--- src/rtl/nes_pad_pkg.sv ---
// Shared types and constants for the dual NES pad poll scheduler.
package nes_pad_pkg;

   typedef enum logic [2:0] {
      S_IDLE,
      S_LATCH,
      S_GAP,
      S_CLK,
      S_DONE
   } state_t;

   // Output byte positions: {left,right,up,down,A,B,select,start}
   localparam int unsigned BIT_START  = 0;
   localparam int unsigned BIT_SELECT = 1;
   localparam int unsigned BIT_B      = 2;
   localparam int unsigned BIT_A      = 3;
   localparam int unsigned BIT_DOWN   = 4;
   localparam int unsigned BIT_UP     = 5;
   localparam int unsigned BIT_RIGHT  = 6;
   localparam int unsigned BIT_LEFT   = 7;

   localparam int unsigned DEF_LATCH_TICKS = 600;
   localparam int unsigned DEF_HALF_TICKS  = 300;
   localparam int unsigned DEF_POLL_DIV    = 833333;

   // Map serial shift index (A,B,select,start,up,down,left,right) to output position
   function automatic logic [2:0] serial_pos(input logic [2:0] idx);
      case (idx)
         3'd0:    return 3'(BIT_A);
         3'd1:    return 3'(BIT_B);
         3'd2:    return 3'(BIT_SELECT);
         3'd3:    return 3'(BIT_START);
         3'd4:    return 3'(BIT_UP);
         3'd5:    return 3'(BIT_DOWN);
         3'd6:    return 3'(BIT_LEFT);
         default: return 3'(BIT_RIGHT);
      endcase
   endfunction

endpackage

--- src/rtl/nes_pad_scheduler_if.sv ---
// Pad scheduler bus: poll request, pad serial lines, held/pressed state and handshake.
interface nes_pad_scheduler_if;

   logic       force_poll;
   logic       data0;
   logic       data1;
   logic       latch;
   logic       pulse;
   logic [7:0] pad0;
   logic [7:0] pad1;
   logic [7:0] press0;
   logic [7:0] press1;
   logic       valid;
   logic       ack;
   logic       busy;

   modport master (
      output force_poll, data0, data1, ack,
      input  latch, pulse, pad0, pad1, press0, press1, valid, busy
   );

   modport slave (
      input  force_poll, data0, data1, ack,
      output latch, pulse, pad0, pad1, press0, press1, valid, busy
   );

endinterface

--- src/rtl/nes_pad_sync.sv ---
// Two-flop synchronizer for one asynchronous pad data line; resets to the released level.
module nes_pad_sync (
   input  logic clock,
   input  logic reset,
   input  logic i_d,
   output logic o_q
);

   logic r_meta;
   logic r_q;

   always_ff @(posedge clock) begin
      if (!reset) begin
         r_meta <= 1'b1;
         r_q    <= 1'b1;
      end else begin
         r_meta <= i_d;
         r_q    <= r_meta;
      end
   end

   assign o_q = r_q;

endmodule

--- src/rtl/nes_pad_scheduler.sv ---
// Periodic/forced poll of two NES pads over a shared latch/pulse pair,
// with held button state, sticky newly-pressed masks and a valid strobe.
module nes_pad_scheduler
   import nes_pad_pkg::*;
#(
   parameter int unsigned LATCH_TICKS = DEF_LATCH_TICKS,
   parameter int unsigned HALF_TICKS  = DEF_HALF_TICKS,
   parameter int unsigned POLL_DIV    = DEF_POLL_DIV
) (
   input logic                clock,
   input logic                reset,
   nes_pad_scheduler_if.slave bus
);

   localparam int unsigned PH_MAX = (LATCH_TICKS > HALF_TICKS) ? LATCH_TICKS : HALF_TICKS;
   localparam int unsigned PW     = $clog2(PH_MAX + 1);
   localparam int unsigned DW     = $clog2(POLL_DIV);

   state_t         r_state;
   state_t         w_next;
   logic [PW-1:0]  r_ph;
   logic [DW-1:0]  r_div;
   logic [2:0]     r_bit;
   logic           r_pend;
   logic [7:0]     r_cap0;
   logic [7:0]     r_cap1;
   logic           r_latch;
   logic           r_pulse;
   logic           r_busy;
   logic           r_valid;
   logic [7:0]     r_pad0;
   logic [7:0]     r_pad1;
   logic [7:0]     r_press0;
   logic [7:0]     r_press1;
   logic           w_q0;
   logic           w_q1;
   logic           w_s0;
   logic           w_s1;
   logic           w_tick;
   logic           w_ph_end;
   logic           w_req;

   nes_pad_sync u_sync0 (.clock(clock), .reset(reset), .i_d(bus.data0), .o_q(w_q0));
   nes_pad_sync u_sync1 (.clock(clock), .reset(reset), .i_d(bus.data1), .o_q(w_q1));

   // Pad lines are active-low: a low level means the button is pressed
   assign w_s0     = ~w_q0;
   assign w_s1     = ~w_q1;
   assign w_tick   = (r_div == DW'(POLL_DIV - 1));
   assign w_req    = w_tick | bus.force_poll;
   assign w_ph_end = (r_state == S_LATCH) ? (r_ph == PW'(LATCH_TICKS - 1))
                                          : (r_ph == PW'(HALF_TICKS - 1));

   always_ff @(posedge clock) begin
      if (!reset) r_state <= S_IDLE;
      else        r_state <= w_next;
   end

   always_comb begin : next_state
      w_next = r_state;
      case (r_state)
         S_IDLE:  if (w_req || r_pend) w_next = S_LATCH;
         S_LATCH: if (w_ph_end) w_next = S_GAP;
         S_GAP:   if (w_ph_end) w_next = S_CLK;
         S_CLK:   if (w_ph_end) w_next = (r_bit == 3'd6) ? S_DONE : S_GAP;
         S_DONE:  w_next = S_IDLE;
         default: w_next = S_IDLE;
      endcase
   end

   // Timer, phase timing, serial capture and result registers
   always_ff @(posedge clock) begin
      if (!reset) begin
         r_div    <= '0;
         r_ph     <= '0;
         r_bit    <= '0;
         r_pend   <= 1'b0;
         r_cap0   <= '0;
         r_cap1   <= '0;
         r_latch  <= 1'b0;
         r_pulse  <= 1'b0;
         r_busy   <= 1'b0;
         r_valid  <= 1'b0;
         r_pad0   <= '0;
         r_pad1   <= '0;
         r_press0 <= '0;
         r_press1 <= '0;
      end else begin
         r_div   <= w_tick ? '0 : r_div + DW'(1);
         r_ph    <= (w_next != r_state || r_state == S_IDLE) ? '0 : r_ph + PW'(1);
         r_latch <= (w_next == S_LATCH);
         r_pulse <= (w_next == S_CLK);
         r_busy  <= (w_next != S_IDLE);
         r_valid <= (r_state == S_DONE);

         // One pending slot: requests during a poll collapse into a single rerun
         if (r_state == S_IDLE && w_next == S_LATCH) r_pend <= 1'b0;
         else if (r_state != S_IDLE && w_req)        r_pend <= 1'b1;

         if (r_state == S_LATCH && w_ph_end) begin
            r_bit                      <= 3'd0;
            r_cap0[serial_pos(3'd0)]   <= w_s0;
            r_cap1[serial_pos(3'd0)]   <= w_s1;
         end else if (r_state == S_CLK && w_ph_end) begin
            r_bit                           <= r_bit + 3'd1;
            r_cap0[serial_pos(r_bit + 3'd1)] <= w_s0;
            r_cap1[serial_pos(r_bit + 3'd1)] <= w_s1;
         end

         if (r_state == S_DONE) begin
            r_pad0   <= r_cap0;
            r_pad1   <= r_cap1;
            r_press0 <= (r_press0 & ~{8{bus.ack}}) | (r_cap0 & ~r_pad0);
            r_press1 <= (r_press1 & ~{8{bus.ack}}) | (r_cap1 & ~r_pad1);
         end else if (bus.ack) begin
            r_press0 <= '0;
            r_press1 <= '0;
         end
      end
   end

   assign bus.latch  = r_latch;
   assign bus.pulse  = r_pulse;
   assign bus.busy   = r_busy;
   assign bus.valid  = r_valid;
   assign bus.pad0   = r_pad0;
   assign bus.pad1   = r_pad1;
   assign bus.press0 = r_press0;
   assign bus.press1 = r_press1;

endmodule

--- src/flat_wrapper.sv ---
// flat-port wrapper written by rule: the top's interface ports become plain ports
module nes_pad_scheduler_flat import nes_pad_pkg::*;
#(
   parameter int unsigned LATCH_TICKS = DEF_LATCH_TICKS,
   parameter int unsigned HALF_TICKS  = DEF_HALF_TICKS,
   parameter int unsigned POLL_DIV    = DEF_POLL_DIV
)
  (clock, reset, bus_force_poll, bus_data0, bus_data1, bus_ack, bus_latch, bus_pulse, bus_pad0, bus_pad1, bus_press0, bus_press1, bus_valid, bus_busy);
  nes_pad_scheduler_if bus_i ();
  input logic clock;
  input logic reset;
  input wire logic [$bits(bus_i.force_poll)-1:0] bus_force_poll;
  input wire logic [$bits(bus_i.data0)-1:0] bus_data0;
  input wire logic [$bits(bus_i.data1)-1:0] bus_data1;
  input wire logic [$bits(bus_i.ack)-1:0] bus_ack;
  output wire logic [$bits(bus_i.latch)-1:0] bus_latch;
  output wire logic [$bits(bus_i.pulse)-1:0] bus_pulse;
  output wire logic [$bits(bus_i.pad0)-1:0] bus_pad0;
  output wire logic [$bits(bus_i.pad1)-1:0] bus_pad1;
  output wire logic [$bits(bus_i.press0)-1:0] bus_press0;
  output wire logic [$bits(bus_i.press1)-1:0] bus_press1;
  output wire logic [$bits(bus_i.valid)-1:0] bus_valid;
  output wire logic [$bits(bus_i.busy)-1:0] bus_busy;
  assign bus_i.force_poll = bus_force_poll;
  assign bus_i.data0 = bus_data0;
  assign bus_i.data1 = bus_data1;
  assign bus_i.ack = bus_ack;
  assign bus_latch = bus_i.latch;
  assign bus_pulse = bus_i.pulse;
  assign bus_pad0 = bus_i.pad0;
  assign bus_pad1 = bus_i.pad1;
  assign bus_press0 = bus_i.press0;
  assign bus_press1 = bus_i.press1;
  assign bus_valid = bus_i.valid;
  assign bus_busy = bus_i.busy;
  nes_pad_scheduler #(.LATCH_TICKS(LATCH_TICKS), .HALF_TICKS(HALF_TICKS), .POLL_DIV(POLL_DIV)) u_core (.clock(clock), .reset(reset), .bus(bus_i));
endmodule
--- config.mk ---
export PLATFORM = sky130hd
export DESIGN_NAME = nes_pad_scheduler_flat
export DESIGN_NICKNAME = d
export VERILOG_FILES = /design/src/rtl/nes_pad_pkg.sv /design/src/rtl/nes_pad_scheduler_if.sv /design/src/rtl/nes_pad_sync.sv /design/src/rtl/nes_pad_scheduler.sv /design/src/flat_wrapper.sv
export SDC_FILE = /design/constraint.sdc
export NUM_CORES = 1
export LEC_CHECK = 0
export ABC_AREA = 1
export ABC_CLOCK_PERIOD_IN_PS = 4100
export CAP_MARGIN = 10
export CORE_ASPECT_RATIO = 0.6
export CORE_MARGIN = 2
export CORE_UTILIZATION = 60
export CTS_CLUSTER_SIZE = 14
export DETAILED_ROUTE_END_ITERATION = 16
export PLACE_DENSITY = 0.82
export SETUP_SLACK_MARGIN = 0.15
export SLEW_MARGIN = 10
export SYNTH_ARGS = -nofsm -noshare
export SYNTH_HDL_FRONTEND = slang
export SYNTH_SLANG_ARGS = --single-unit
--- constraint.sdc ---
create_clock -name clock -period 4.1 [get_ports clock]
set_clock_uncertainty 0.05 [all_clocks]
set_input_delay 0.82 -clock clock [delete_from_list [all_inputs] [get_ports clock]]
set_output_delay 0.82 -clock clock [all_outputs]
set_load 0.005 [all_outputs]
==> metrics.md <==
| Metric | Value |
|---|---|
| Status | finished, final reports clean |
| Post-route DRC | 0 |
| Max-Slew Margin vs Limit | 0.555 |
| 1st-iter DRT viols | 301 |
| Sw Ratio | 0.220 |
| H-Tree Level Count | 3 |
| Initial Utilization | 0.637 |
| TritonCTS clock tree | built |
| Diode count | 0 |
| DIE AREA | 0.00732 mm2 |
| Hold buffers post-CTS | 0 |
| DR pass1 iterations | 5 |
| Yosys warnings | 0 |
| Die W | 109 um |
| Placed Instances | 634 |
| Worst skew pair latency | 0.35 ns |
| Multi-input logic area | 0.00187 mm2 |
| Leak Pwr | 1.76 nW |
| CP endpoint kind | flip-flop |
| Commonest non-fill, non-tap cell in the layout | nand2_1 |
| Max Slew Vio Count | 0 |
| Final wirelength | 8070 um |
| Reg2reg path depth | 9 |
| Syn_area_per_cell | 7.68 um2 |
| Largest net degree at the start of global routing | 21 |
| Core area | 0.00625 mm2 |
| Cells after synthesis | 518 |
| Design Area, Final | 0.00464 mm2 |
| Tcrit/Tclk final | 0.592 |
| Ranking of synthesized cells by area | dfxtp_1, nand2_1, nor2_1 |
| Library cells used by synthesis | 31 |
| Die Span Y | 67.1 um |
| Seq/Total Area, Yosys | 0.468 |
| CTS clk-pin slew, worst paths | 0.08 ns |
| Power density cells | 334 mW/mm2 |
| Worst flop-to-flop path endpoint | u_core.r_cap1[4] |
| Antenna violations before repair | 0 |
| Hold_sp | u_core.u_sync0.r_meta |
| Tot GR Track Use | 0.238 |
| Crit path DAT | 2.66 ns |
| Fillers | 471 |
| Hold slack | 0.364 ns |
| Max_cap viols | 0 |
| FP Rows | 22 |
| Clock sinks | 93 |
| Vias | 3,340 |
| Fmax | 412 MHz |
| Most frequent cells in the layout | nand2_1, dfxtp_1, nor2_1 |
| Vias in the first global route | 2,917 |
| Post-route ant nets | 0 |
| Critical Path Start Type | primary input |
| Sequential Power Share | 0.592 |
| Setup TNS | 0 ns |
| HPWL Detailed | 6070 um |
| Min-Delay Endpoint | u_core.u_sync0.o_q |
| Final setup viols | 0 |
| Area share of the largest cell type after synthesis | 0.468 |
| GP Congestion | 0.821 |
| Nets | 577 |
| Area of the mapped netlist | 0.00398 mm2 |
| TritonCTS Buffers | 9 |
| Synthesized flop and latch total | 93 |
| Worst VDD drop | 0.266 mV |
| Worst-path fanout max | 16 |
| Reg2Reg Setup Slack | 1.82 ns |
| Worst r2r src | u_core.r_bit[0] |
| Total grt overflow | 0 |
| RSZ-0062 raised after global routing | no |
| Final worst slack | 1.67 ns |
| Post-CTS resize count | 0 |
| Pin slew with the least headroom to its limit | 0.666 ns |
| Fin cells | 648 |
| CTS root buf | clkbuf_8 |
| Kind of critical path | primary input to flip-flop |
| First-pass GRT wire length | 13,400 um |
| Minimum clock period | 2.43 ns |
| Busiest grt layer | met1 |
| Tot Pwr | 1.55 mW |
| Comb power frac | 0.043 |
| FF/Latch Area | 0.00186 mm2 |
| Pint | 1.21 mW |
| Hold path cells | 1 |
| Final Util | 0.743 |
| Clock share of power | 0.366 |
| Req. time, crit path | 4.34 ns |
| Switching power | 0.341 mW |
| Clock buffer depth | 2 |
| Area after DPL | 0.00447 mm2 |
| Worst min-delay path class | flip-flop to flip-flop |
| M3 GR Usage | 0.0695 |
| Buffers on Ports | 41 |
| Routed len/inst | 12.5 um |
| Num ports | 42 |
| Layout area overhead | 16.7% |
| Met2 usage | 0.325 |
| Setup bufs post-CTS | 0 |
| Met1 usage | 0.360 |
| Setup WS pre-CTS | 1.37 ns |
| Routed vias/inst | 5.15 |
| Layout cell share with drive strength beyond 1 | 0.0922 |
| Fin. Hold Viols | 0 |
| Post-Syn Nets | 534 |
| Synth area leader | dfxtp_1 |
## registers in the layout, indices dropped and copies added, names as in the netlist, 3 cells and up
name	flops
u_core.r_div	20
u_core.r_ph	10
u_core.bus.pad0	8
u_core.bus.pad1	8
u_core.bus.press0	8
u_core.bus.press1	8
u_core.r_cap0	8
u_core.r_cap1	8
u_core.r_bit	3
u_core.r_state	3
## routing by layer
layer | wire, um | part of all wire | vias to the layer above
met5 | 0 | 0 | -
met4 | 74 | 0.0092 | 0
met3 | 621 | 0.077 | 9
met2 | 3150 | 0.39 | 104
met1 | 4220 | 0.52 | 1491
li1 | - | - | 1736
## cell usage after synthesis
library cell and n:
nand2_2 5, buf_4 1, nand3_1 18, xor2_1 9, nor2_1 78, o21ai_1 2, nand3b_1 2, dfxtp_1 93
a21oi_1 53, nand4_2 1, o21ai_4 1, o21ai_0 11, a211oi_1 3, nand3_2 3, nand2_1 98, ha_1 10
or2_1 8, inv_2 5, inv_1 47, nor4_1 3, xnor2_1 9, o21a_1 3, or2_2 16, nor2_2 2
nor2_4 2, clkinv_1 3, nand3_4 2, nor3_1 11, clkbuf_1 10, nand4_1 8, o41ai_1 1
## worst max-delay path by stage
stage	startpoint	to	slack (ns)	cells after the start
after floorplan	u_core.r_bit[0]	u_core.r_cap0[1]	2.19	10
after global placement	reset	u_core.r_ph[5]	1.46	7
after detailed placement	reset	u_core.r_ph[7]	1.37	7
after CTS	reset	u_core.r_ph[5]	1.72	7
after global routing	reset	u_core.r_ph[7]	1.54	7
final	reset	u_core.r_ph[5]	1.67	7
## critical path, cell delays in order
cell and delay [ns]:
clkdlybuf4s50_1 0.82, inv_1 0.33, nor3_1 0.24, nand2_1 0.08, inv_1 0.09, nand3_4 0.14
nor2_1 0.13
## cells by family (layout without fill, tap and decap cells)
family,after synthesis,in the layout,share of synthesized area
and+or+nand+nor,257,257,0.297
DFF,93,93,0.468
AOI/OAI and AO/OA,74,74,0.101
buffers and inverters,66,112,0.0632
xor gates and xnor gates,18,18,0.0396
adders and majority gates,10,10,0.0314
## power by group through the flow
stage | Sequential [mW] | Combinational [mW] | Clock (mW)
CTS | 0.918 | 0.0659 | 0.577
floorplan | 0.938 | 0.0455 | 0
detailed placement | 0.939 | 0.0654 | 0
global route | 0.919 | 0.0736 | 0.616
global placement | 0.939 | 0.0640 | 0
finish | 0.918 | 0.0660 | 0.567
## cell type report
cell class / instances / share of cell area
multi-input cells: 359 / 0.402
flip-flops and latches: 93 / 0.401
repair buffers: 43 / 0.0916
inverters: 55 / 0.0445
clock buffers: 10 / 0.0275
well taps: 84 / 0.0226
clock inverters: 4 / 0.0110
No activity file was read; power rests on OpenSTA's default activity.
